===== config.mk =====
export PLATFORM = sky130hd
export DESIGN_NAME = fetch_queue_flat
export DESIGN_NICKNAME = d
export VERILOG_FILES = /design/src/rtl/fetch_queue_if.sv /design/src/rtl/fetch_queue.sv /design/src/flat_wrapper.sv
export SDC_FILE = /design/constraint.sdc
export NUM_CORES = 1
export LEC_CHECK = 0
export CAP_MARGIN = 20
export CORE_MARGIN = 2
export CORE_UTILIZATION = 45
export DETAILED_ROUTE_END_ITERATION = 6
export GPL_TIMING_DRIVEN = 0
export PLACE_DENSITY_LB_ADDON = 0.3
export REMOVE_ABC_BUFFERS = 1
export SETUP_SLACK_MARGIN = 0.02
export SKIP_CTS_REPAIR_TIMING = 1
export SLEW_MARGIN = 20
export SYNTH_ARGS = -nofsm -noshare
export SYNTH_HDL_FRONTEND = slang
export SYNTH_SLANG_ARGS = --single-unit

===== constraint.sdc =====
create_clock -name clk -period 5.3 [get_ports clk]
set_input_delay 1.325 -clock clk [delete_from_list [all_inputs] [get_ports clk]]
set_output_delay 1.325 -clock clk [all_outputs]
set_load 0.01 [all_outputs]

===== src/rtl/fetch_queue_if.sv =====
// -----------------------------------------------------------------------------
// fetch_queue_if
//   Groups the instruction-memory request/response signals, the decode-side
//   valid/ready handshake, and the redirect inputs of the fetch queue.
//
//   Signals:
//     IMemReq     fetch -> mem     one-cycle request pulse
//     IMemAddr    fetch -> mem     request address (valid with IMemReq)
//     IMemRdata   mem   -> fetch   returned instruction word
//     IMemValid   mem   -> fetch   response strobe
//     InstrValid  fetch -> decode  head entry available
//     InstrReady  decode-> fetch   decode consumes head entry
//     Instr       fetch -> decode  head instruction word
//     PCD         fetch -> decode  PC of head instruction
//     Redirect    exec  -> fetch   flush and restart at RedirectPC
//     RedirectPC  exec  -> fetch   new fetch address
//     InstrFault  fetch -> decode  head entry is a misaligned-fetch fault
//                                  (only with FETCHQ_MISALIGN_CHECK_EN)
//
//   Modports: master = fetch queue side, slave = memory/decode/exec side.
// -----------------------------------------------------------------------------
interface fetch_queue_if #(
  parameter int DATA_WIDTH = 32
);
  logic                  IMemReq;
  logic [DATA_WIDTH-1:0] IMemAddr;
  logic [DATA_WIDTH-1:0] IMemRdata;
  logic                  IMemValid;
  logic                  InstrValid;
  logic                  InstrReady;
  logic [DATA_WIDTH-1:0] Instr;
  logic [DATA_WIDTH-1:0] PCD;
  logic                  Redirect;
  logic [DATA_WIDTH-1:0] RedirectPC;
`ifdef FETCHQ_MISALIGN_CHECK_EN
  logic                  InstrFault;

  modport master (
    output IMemReq, IMemAddr, InstrValid, Instr, PCD, InstrFault,
    input  IMemRdata, IMemValid, InstrReady, Redirect, RedirectPC
  );
  modport slave (
    input  IMemReq, IMemAddr, InstrValid, Instr, PCD, InstrFault,
    output IMemRdata, IMemValid, InstrReady, Redirect, RedirectPC
  );
`else
  modport master (
    output IMemReq, IMemAddr, InstrValid, Instr, PCD,
    input  IMemRdata, IMemValid, InstrReady, Redirect, RedirectPC
  );
  modport slave (
    input  IMemReq, IMemAddr, InstrValid, Instr, PCD,
    output IMemRdata, IMemValid, InstrReady, Redirect, RedirectPC
  );
`endif
endinterface


===== src/rtl/fetch_queue.sv =====
// -----------------------------------------------------------------------------
// fetch_queue
//   Instruction fetch stage: generates the fetch PC, issues single-word
//   requests to instruction memory (at most one outstanding), buffers the
//   returned words with their PCs in a DEPTH-entry FIFO and presents the head
//   entry to decode with first-word fall-through under valid/ready.
//   A redirect flushes the queue, restarts fetch at RedirectPC and discards
//   any response still in flight.
//
//   Ports:
//     clk    rising-edge clock
//     rst_n  asynchronous active-low reset
//     bus    fetch_queue_if.master (memory, decode and redirect signals)
//
//   Optional build macro FETCHQ_MISALIGN_CHECK_EN:
//     a misaligned PCF pushes a single fault entry instead of a memory
//     request, drives InstrFault for that entry and halts fetch until the
//     next redirect. Without it, PCF[1:0] is ignored.
// -----------------------------------------------------------------------------
module fetch_queue #(
  parameter int                    DATA_WIDTH = 32,
  parameter int                    DEPTH      = 4,
  parameter logic [DATA_WIDTH-1:0] RESET_PC   = '0
) (
  input  logic          clk,
  input  logic          rst_n,
  fetch_queue_if.master bus
);

  localparam int PW = $clog2(DEPTH);
  localparam int CW = PW + 1;

  typedef enum logic [1:0] {
    IDLE = 2'd0,
    WAIT = 2'd1,
    DROP = 2'd2
  } state_t;

  state_t                r_state;
  logic [DATA_WIDTH-1:0] r_pcf;
  logic [DATA_WIDTH-1:0] r_req_pc;
  logic [CW-1:0]         r_count;
  logic [PW-1:0]         r_head;
  logic [PW-1:0]         r_tail;
  logic [DATA_WIDTH-1:0] r_word [DEPTH];
  logic [DATA_WIDTH-1:0] r_pc   [DEPTH];

  logic                  w_space;
  logic                  w_nonempty;
  logic                  w_fetch_ok;
  logic                  w_issue;
  logic                  w_fault_push;
  logic                  w_rsp_push;
  logic                  w_push;
  logic                  w_pop;
  logic                  w_valid;
  logic [DATA_WIDTH-1:0] w_push_word;
  logic [DATA_WIDTH-1:0] w_push_pc;

  assign w_space    = (r_count < CW'(DEPTH));
  assign w_nonempty = (r_count != '0);

`ifdef FETCHQ_MISALIGN_CHECK_EN
  logic r_halt;
  logic r_fault [DEPTH];
  logic w_misalign;

  assign w_misalign   = (r_pcf[1:0] != 2'b00);
  assign w_fetch_ok   = (r_state == IDLE) && w_space && !bus.Redirect && !r_halt;
  // A misaligned PC never reaches memory; its fault entry is pushed directly.
  assign w_issue      = rst_n && w_fetch_ok && !w_misalign;
  assign w_fault_push = w_fetch_ok && w_misalign;
  assign bus.InstrFault = w_nonempty && r_fault[r_head];
`else
  assign w_fetch_ok   = (r_state == IDLE) && w_space && !bus.Redirect;
  // rst_n gating keeps the request low while reset is held.
  assign w_issue      = rst_n && w_fetch_ok;
  assign w_fault_push = 1'b0;
`endif

  // The count<DEPTH issue condition reserves a slot for every response.
  assign w_rsp_push  = (r_state == WAIT) && bus.IMemValid && !bus.Redirect;
  assign w_push      = w_rsp_push || w_fault_push;
  assign w_valid     = w_nonempty && !bus.Redirect;
  assign w_pop       = w_valid && bus.InstrReady;
  assign w_push_word = w_fault_push ? '0    : bus.IMemRdata;
  assign w_push_pc   = w_fault_push ? r_pcf : r_req_pc;

  assign bus.IMemReq    = w_issue;
  assign bus.IMemAddr   = r_pcf;
  assign bus.InstrValid = w_valid;
  // Gating on occupancy gives zero outputs after reset without resetting storage.
  assign bus.Instr      = w_nonempty ? r_word[r_head] : '0;
  assign bus.PCD        = w_nonempty ? r_pc[r_head]   : '0;

  // Queue storage and request PC: data only, no reset.
  always_ff @(posedge clk) begin
    if (w_issue) begin
      r_req_pc <= r_pcf;
    end
    if (w_push) begin
      r_word[r_tail] <= w_push_word;
      r_pc[r_tail]   <= w_push_pc;
`ifdef FETCHQ_MISALIGN_CHECK_EN
      r_fault[r_tail] <= w_fault_push;
`endif
    end
  end

  // Control: PC, pointers, occupancy and request FSM.
  always_ff @(posedge clk or negedge rst_n) begin
    if (!rst_n) begin
      r_state <= IDLE;
      r_pcf   <= RESET_PC;
      r_count <= '0;
      r_head  <= '0;
      r_tail  <= '0;
`ifdef FETCHQ_MISALIGN_CHECK_EN
      r_halt  <= 1'b0;
`endif
    end else begin
      if (bus.Redirect) begin
        r_pcf   <= bus.RedirectPC;
        r_count <= '0;
        r_head  <= '0;
        r_tail  <= '0;
`ifdef FETCHQ_MISALIGN_CHECK_EN
        r_halt  <= 1'b0;
`endif
      end else begin
        if (w_issue) begin
          r_pcf <= r_pcf + DATA_WIDTH'(4);
        end
        if (w_push) begin
          r_tail <= r_tail + PW'(1);
        end
        if (w_pop) begin
          r_head <= r_head + PW'(1);
        end
        case ({w_push, w_pop})
          2'b10:   r_count <= r_count + CW'(1);
          2'b01:   r_count <= r_count - CW'(1);
          default: r_count <= r_count;
        endcase
`ifdef FETCHQ_MISALIGN_CHECK_EN
        if (w_fault_push) begin
          r_halt <= 1'b1;
        end
`endif
      end

      case (r_state)
        IDLE: begin
          // A stray IMemValid here is ignored.
          if (w_issue) r_state <= WAIT;
        end
        WAIT: begin
          if (bus.IMemValid)     r_state <= IDLE;
          else if (bus.Redirect) r_state <= DROP;
        end
        DROP: begin
          if (bus.IMemValid) r_state <= IDLE;
        end
        default: r_state <= IDLE;
      endcase
    end
  end

endmodule


===== src/flat_wrapper.sv =====
// flat-port wrapper written by rule: the top's interface ports become plain ports
module fetch_queue_flat 
#(
  parameter int                    DATA_WIDTH = 32,
  parameter int                    DEPTH      = 4,
  parameter logic [DATA_WIDTH-1:0] RESET_PC   = '0
)
  (clk, rst_n, bus_IMemReq, bus_IMemAddr, bus_InstrValid, bus_Instr, bus_PCD, bus_IMemRdata, bus_IMemValid, bus_InstrReady, bus_Redirect, bus_RedirectPC);
  fetch_queue_if #(.DATA_WIDTH(DATA_WIDTH)) bus_i ();
  input  logic clk;
  input  logic rst_n;
  output wire logic [$bits(bus_i.IMemReq)-1:0] bus_IMemReq;
  output wire logic [$bits(bus_i.IMemAddr)-1:0] bus_IMemAddr;
  output wire logic [$bits(bus_i.InstrValid)-1:0] bus_InstrValid;
  output wire logic [$bits(bus_i.Instr)-1:0] bus_Instr;
  output wire logic [$bits(bus_i.PCD)-1:0] bus_PCD;
  input wire logic [$bits(bus_i.IMemRdata)-1:0] bus_IMemRdata;
  input wire logic [$bits(bus_i.IMemValid)-1:0] bus_IMemValid;
  input wire logic [$bits(bus_i.InstrReady)-1:0] bus_InstrReady;
  input wire logic [$bits(bus_i.Redirect)-1:0] bus_Redirect;
  input wire logic [$bits(bus_i.RedirectPC)-1:0] bus_RedirectPC;
  assign bus_IMemReq = bus_i.IMemReq;
  assign bus_IMemAddr = bus_i.IMemAddr;
  assign bus_InstrValid = bus_i.InstrValid;
  assign bus_Instr = bus_i.Instr;
  assign bus_PCD = bus_i.PCD;
  assign bus_i.IMemRdata = bus_IMemRdata;
  assign bus_i.IMemValid = bus_IMemValid;
  assign bus_i.InstrReady = bus_InstrReady;
  assign bus_i.Redirect = bus_Redirect;
  assign bus_i.RedirectPC = bus_RedirectPC;
  fetch_queue #(.DATA_WIDTH(DATA_WIDTH), .DEPTH(DEPTH), .RESET_PC(RESET_PC)) u_core (.clk(clk), .rst_n(rst_n), .bus(bus_i));
endmodule

==> results of run 1 <==
-- synthesized netlist by cell type (2+ instances only) --
cell type  instances
inv_1              5
nor2_1            26
xnor2_1            4
nor2b_1            2
mux2_2             3
o21ai_0           13
mux2i_1            4
ha_1               5
o31a_1             2
mux4_2            64
nor4_1             3
nand3_1            9
a21oi_1            4
nand2_1           21
xor2_1            10
nand3b_1           2
and2_1            72
buf_2              4
edfxtp_1         288
a31oi_1           18
or4_1             17
nand4_1           11
clkbuf_1          24
nand2b_1           2
and3_1             5
buf_1              5
dfrtp_1           41
or3_1              5
o31ai_1           17
-- final cells by class --
class	count	area [sq um]	area share, %
Inverter	5	18.8	0.115
Sequential cell	329	9680	59.5
Clock inverter	18	130	0.799
Tap cell	384	480	2.95
Clock buffer	40	895	5.50
Timing Repair Buffer	176	1880	11.6
Multi-Input combinational cell	328	3190	19.6
-- registers in the layout, indices dropped and copies added, names as in the netlist --
register             count
u_core.bus.IMemAddr     32
u_core.r_pc            128
u_core.r_head            2
u_core.r_tail            2
u_core.r_req_pc         32
u_core.r_word          128
u_core.r_count           3
u_core.r_state           2
-- path summary, 6_finish.rpt --
| kind | cells past startpoint | slack, ns | startpoint | to |
|---|---|---|---|---|
| worst max-delay path | 5 | 0.20 | rst_n | bus_IMemReq |
| worst min register to register | 0 | 0.47 | u_core.bus.IMemAddr[0] | u_core.r_req_pc[0] |
| min in group asynchronous | 1 | 0.77 | rst_n | u_core.r_count[1] |
| worst max register to register | 4 | 2.40 | u_core.bus.IMemAddr[4] | u_core.bus.IMemAddr[31] |
| worst min-delay path | 0 | 0.47 | u_core.bus.IMemAddr[0] | u_core.r_req_pc[0] |
| max in group asynchronous | 2 | 4.01 | rst_n | u_core.bus.IMemAddr[2] |
-- logic make-up after synthesis --
family                     count (synthesis)  share of synthesized area, %
AOI/OAI and AO/OA                         55                          2.69
buffers and inverters                     39                          1.22
and+or+nand+nor                          182                          8.43
xor gates and xnor gates                  14                         0.943
muxes                                     71                          11.7
DFF                                      329                          74.4
adders and majority gates                  6                         0.635
-- metal layers --
| metal | wire length, um | vias to the layer above | part of all wire (%) | global-route usage, % |
|---|---|---|---|---|
| li1 | - | 3142 | - | - |
| met1 | 11500 | 3452 | 45 | 23.8 |
| met2 | 11900 | 197 | 47 | 27.2 |
| met3 | 1610 | 32 | 6.3 | 4.13 |
| met4 | 390 | 0 | 1.5 | 4.06 |
| met5 | 0 | - | 0 | 0 |
-- through the flow --
step | total power (uW) | cells
floorplan | 3520 | 662
global placement | 4040 | 1212
detailed placement | 4060 | 1222
CTS | 6260 | 1280
global route | 6430 | 1280
finish | 6180 | 1280
-- report_power, final --
group	switching (uW)	leakage, uW	total (uW)	internal [uW]
Clock	934	0.000496	2190	1260
Sequential	90.9	0.00309	3000	2910
Combinational	429	0.00167	985	556
Total	1450	0.00526	6180	4720
-- critical path, delay by kind of cell --
family                 cells  cell delay (ns)
buffers and inverters      3             1.33
AND/OR/NAND/NOR            2             1.11
-- placed cells by master, fill, tap and decap left out, types with 11 or more instances in the layout --
cell type	count
clkbuf_16	35
dfrtp_1	39
edfxtp_1	288
clkinv_1	12
a31oi_1	18
nor2_1	25
clkdlybuf4s50_1	164
or4_1	17
o21ai_0	13
nand4_1	11
mux4_2	64
and2_1	68
nand2_1	21
o31ai_1	17
==> out/metrics.yaml, run 1 <==
synthesis:
  yosysWarnings: 0
  yosysTopAreaCell: "edfxtp_1"
  avgSynthCellArea_sq_um: 18.7
  ys_async_sr_fraction_pct: 12.5
  synth_edf_count: 288
  synth.area.top_cells: "edfxtp_1, mux4_2, dfrtp_1"
  synth_area_sq_um: 13000
  ys_seq_elements: 329
  synth_cell_types: 39
  synth_top_area_share_pct: 66.5
  synth-seq-area-share_pct: 74.4
  synthCells: 696
  synthFlopType: "edfxtp_1"
setup_path:
  worstSetupEndpointType: "output port"
  cp_slowest_cell: "clkdlybuf4s50_1"
  critPathKind: "in2out"
  crit_required_ns: 3.97
  max_stage_delay_ns: 0.67
  critical_path.startpoint_type: "input pin"
  crit_arrival_ns: 3.78
  crit_chain: "buf_2, buf_12, or4b_4, nor2_4, clkdlybuf4s50_1"
  worstPathMaxFanout: 26
timing:
  fmax_mhz: 196
  slew_headroom_pct: 48.2
  hold_viol: 0
  whs_ns: 0.469
  max_slew.worst_pin.slew_ns: 0.775
  min_period_ns: 5.10
  post-route-period-util_pct: 96.3
  rsz0062_at_grt: "no"
  skew_ns: 0.00927
  final.setup.tns_ns: 0
  fin_ws_ns: 0.196
  finalMaxSlewViolations: 0
  setup_viol_count_final: 0
floorplan:
  rows: 62
  die-area_sq_um: 30300
  core_region_area_sq_um: 28500
  die_w_um: 174
  die_h_um: 174
  pin_count: 167
  initial_core_util_pct: 45.5
cells_and_area:
  syn_to_final_growth_pct: 25.2
  drive_above_1_share_pct: 15.1
  fin_util_pct: 57.0
  final.fill_count: 2217
  antennaDiodeCount: 0
  final_cell_area_sq_um: 16300
  nNetsFinal: 949
routing:
  vias: 6823
  postRouteAntennaNets: 0
  wirelength_mm: 25.5
  wl_per_cell_um: 19.9
  viasPerCell: 5.33
  drt_iter0_drc: 390
  route.detailed.drc: 0
  firstDrtPassIters: 4
global_route:
  grt_pass1_wl_mm: 40.0
  grt_max_degree: 51
  grt_pass1_vias: 7032
  antenna_found_initial: 0
  grt_overflow: 0
  grt_usage_pct: 17.0
placement:
  place_area_sq_um: 15300
  port_buffers: 166
  gp_congestion: 0.746
  place_ws_ns: 0.136
  dp_hpwl_mm: 15.4
cts:
  clock-root-buffer: "clkbuf_16"
  clock_latency_ns: 0.51
  cts.sinks: 329
  cts_buffers: 34
  path_clk_slew_ns: 0.06
  htree_levels: 2
  cts_tree: "built"
  clock_path_buffers: 3
worst_hold_path:
  hold_path_class: "reg2reg"
run_status:
  status: "finished, final reports clean"
flow_run:
  maxCapViolCount: 0
pwr:
  p_leak_uw: 0.00526
  ir_drop_mv: 0.208
  power.density_nw_per_um2: 379
Note: power is estimated with default switching activity, not from simulation.
==> run 2: changes to the inputs <==
Settings changed: CORE_ASPECT_RATIO set to 1.75, CORE_MARGIN 2 to unset.
==> out/metrics.yaml, run 2 (synthesized netlist as in run 1, its figures left out) <==
floorplan:
  die-area_sq_um: 29600  # was 30300 sq um
  rows: 82  # was 62
  die_w_um: 130  # was 174 um
  core_region_area_sq_um: 28500  # about the same
  initial_core_util_pct: 45.6  # was 45.5%
  pin_count: 167  # unchanged
  die_h_um: 227  # was 174 um
setup_path:
  worstSetupEndpointType: "output port"  # unchanged
  reg2reg_depth: 4  # unchanged
  critical_path.startpoint_type: "input pin"  # unchanged
  r2r_slack_ns: 2.46  # was 2.40 ns
  critPathKind: "in2out"  # unchanged
  r2r_end: "u_core.bus.IMemAddr[31]"  # unchanged
  crit_arrival_ns: 3.67  # was 3.78 ns
  endpoint: "bus_IMemReq"  # unchanged
  worstPathMaxFanout: 30  # was 26
  startpoint: "rst_n"  # unchanged
  crit_required_ns: 3.97  # about the same
  r2r-start: "u_core.bus.IMemAddr[4]"  # unchanged
routing:
  route.detailed.drc: 0  # unchanged
  wirelength_mm: 25.6  # was 25.5 mm
  postRouteAntennaNets: 0  # unchanged
  firstDrtPassIters: 4  # unchanged
  vias: 6826  # was 6823
  wl_per_cell_um: 20.1  # was 19.9 um
  viasPerCell: 5.38  # was 5.33
  drt_iter0_drc: 355  # was 390
placement:
  gp_congestion: 0.745  # was 0.746
  port_buffers: 166  # unchanged
  dp_hpwl_mm: 15.7  # was 15.4 mm
  place_area_sq_um: 15300  # about the same
cells_and_area:
  top_regs: "u_core.r_pc (128), u_core.r_word (128)"  # unchanged
  final_common_cell: "edfxtp_1"  # unchanged
  syn_to_final_growth_pct: 24.6  # was 25.2%
  multiInputGateArea_sq_um: 3190  # unchanged
  antennaDiodeCount: 0  # unchanged
  final.fill_count: 2280  # was 2217
  fin_util_pct: 56.8  # was 57.0%
  final_cell_mix: "edfxtp_1, clkdlybuf4s50_1, and2_1"  # unchanged
  seq_area_sq_um: 9680  # unchanged
  final_cell_area_sq_um: 16200  # was 16300 sq um
  drive_above_1_share_pct: 14.9  # was 15.1%
  nNetsFinal: 944  # was 949
global_route:
  grt_pass1_wl_mm: 39.2  # was 40.0 mm
  grt_overflow: 0  # unchanged
  grt_pass1_vias: 7153  # was 7032
  grt_max_degree: 45  # was 51
  grt_usage_pct: 17.8  # was 17.0%
  antenna_found_initial: 0  # unchanged
pwr:
  combPwrFrac_pct: 16.2  # was 15.9%
  pwr-share-clk_pct: 34.4  # was 35.5%
  power_switching_share_pct: 23.3  # was 23.5%
  p_leak_uw: 0.00522  # was 0.00526 uW
  power_uw: 6080  # was 6180 uW
  power.density_nw_per_um2: 375  # was 379 nW/um^2
  p_int_uw: 4670  # was 4720 uW
  seqPwrFrac_pct: 49.4  # was 48.6%
  p_sw_uw: 1420  # was 1450 uW
  ir_drop_mv: 0.288  # was 0.208 mV
timing:
  hold_viol: 0  # unchanged
  final.setup.tns_ns: 0  # unchanged
  fmax_mhz: 200  # was 196 MHz
  max_slew.worst_pin.slew_ns: 0.772  # was 0.775 ns
  setup_viol_count_final: 0  # unchanged
  slew_headroom_pct: 48.4  # was 48.2%
  min_period_ns: 5.00  # was 5.10 ns
  post-route-period-util_pct: 94.3  # was 96.3%
  whs_ns: 0.471  # was 0.469 ns
  skew_ns: 0.00856  # was 0.00927 ns
  finalMaxSlewViolations: 0  # unchanged
  rsz0062_at_grt: "no"  # unchanged
cts:
  cts.sinks: 329  # unchanged
  clock_latency_ns: 0.55  # was 0.51 ns
  cts_tree: "built"  # unchanged
  htree_levels: 1  # was 2
  clock-root-buffer: "clkbuf_16"  # unchanged
  clock_path_buffers: 3  # unchanged
  path_clk_slew_ns: 0.07  # was 0.06 ns
  cts_buffers: 28  # was 34
run_status:
  status: "finished, final reports clean"  # unchanged
worst_hold_path:
  hold_path_class: "reg2reg"  # unchanged
flow_run:
  maxCapViolCount: 0  # unchanged
## run 2: critical path, cell delays in order
cell and delay [ns]:
buf_2 0.32, buf_12 0.25, or4b_4 0.54, nor2_4 0.37
buf_12 0.24, clkdlybuf4s50_1 0.57
## run 2: worst min path at each step
| stage | slack, ns | from | cells past startpoint | endpoint |
|---|---|---|---|---|
| 3_3_place_gp | 0.46 | u_core.bus.IMemAddr[1] | 0 | u_core.r_req_pc[1] |
| 2_1_floorplan | 0.46 | u_core.r_req_pc[0] | 0 | u_core.r_pc[0][0] |
| 3_5_place_dp | 0.45 | u_core.bus.IMemAddr[1] | 0 | u_core.r_req_pc[1] |
| 4_1_cts | 0.47 | u_core.bus.IMemAddr[1] | 0 | u_core.r_req_pc[1] |
| 5_1_grt | 0.49 | u_core.bus.IMemAddr[1] | 0 | u_core.r_req_pc[1] |
| 6_report | 0.47 | u_core.bus.IMemAddr[1] | 0 | u_core.r_req_pc[1] |
## run 2: area by class of cell
| cell class | instances | area share, % |
|---|---|---|
| Sequential cell | 329 | 59.8 |
| Clock inverter | 14 | 1.07 |
| Tap cell | 378 | 2.92 |
| Clock buffer | 38 | 4.69 |
| Timing Repair Buffer | 177 | 11.7 |
| Inverter | 5 | 0.116 |
| Multi-Input combinational cell | 328 | 19.7 |
## run 2: through the flow
| step | worst slack [ns] | std cells |
|---|---|---|
| after global routing | 0.167 | 1269 |
| after global placement | -3.32 | 1206 |
| after floorplan | 0.537 | 662 |
| after CTS | 0.268 | 1269 |
| after detailed placement | 0.287 | 1217 |
| final | 0.302 | 1269 |
## run 2: power groups by stage
stage | clock [uW] | sequential (uW) | combinational (uW)
6_report | 2090 | 3010 | 983
2_1_floorplan | 0 | 3080 | 441
4_1_cts | 2140 | 3010 | 1010
3_5_place_dp | 0 | 3060 | 1000
3_3_place_gp | 0 | 3120 | 931
5_1_grt | 2230 | 3020 | 1070
## run 2: routing by layer
metal	vias up	track usage [%]	routed length, um
met1	3507	20.8	10000
li1	3132	-	-
met3	41	2.62	1010
met2	146	32.7	13900
met5	-	0	0
met4	0	6.30	647
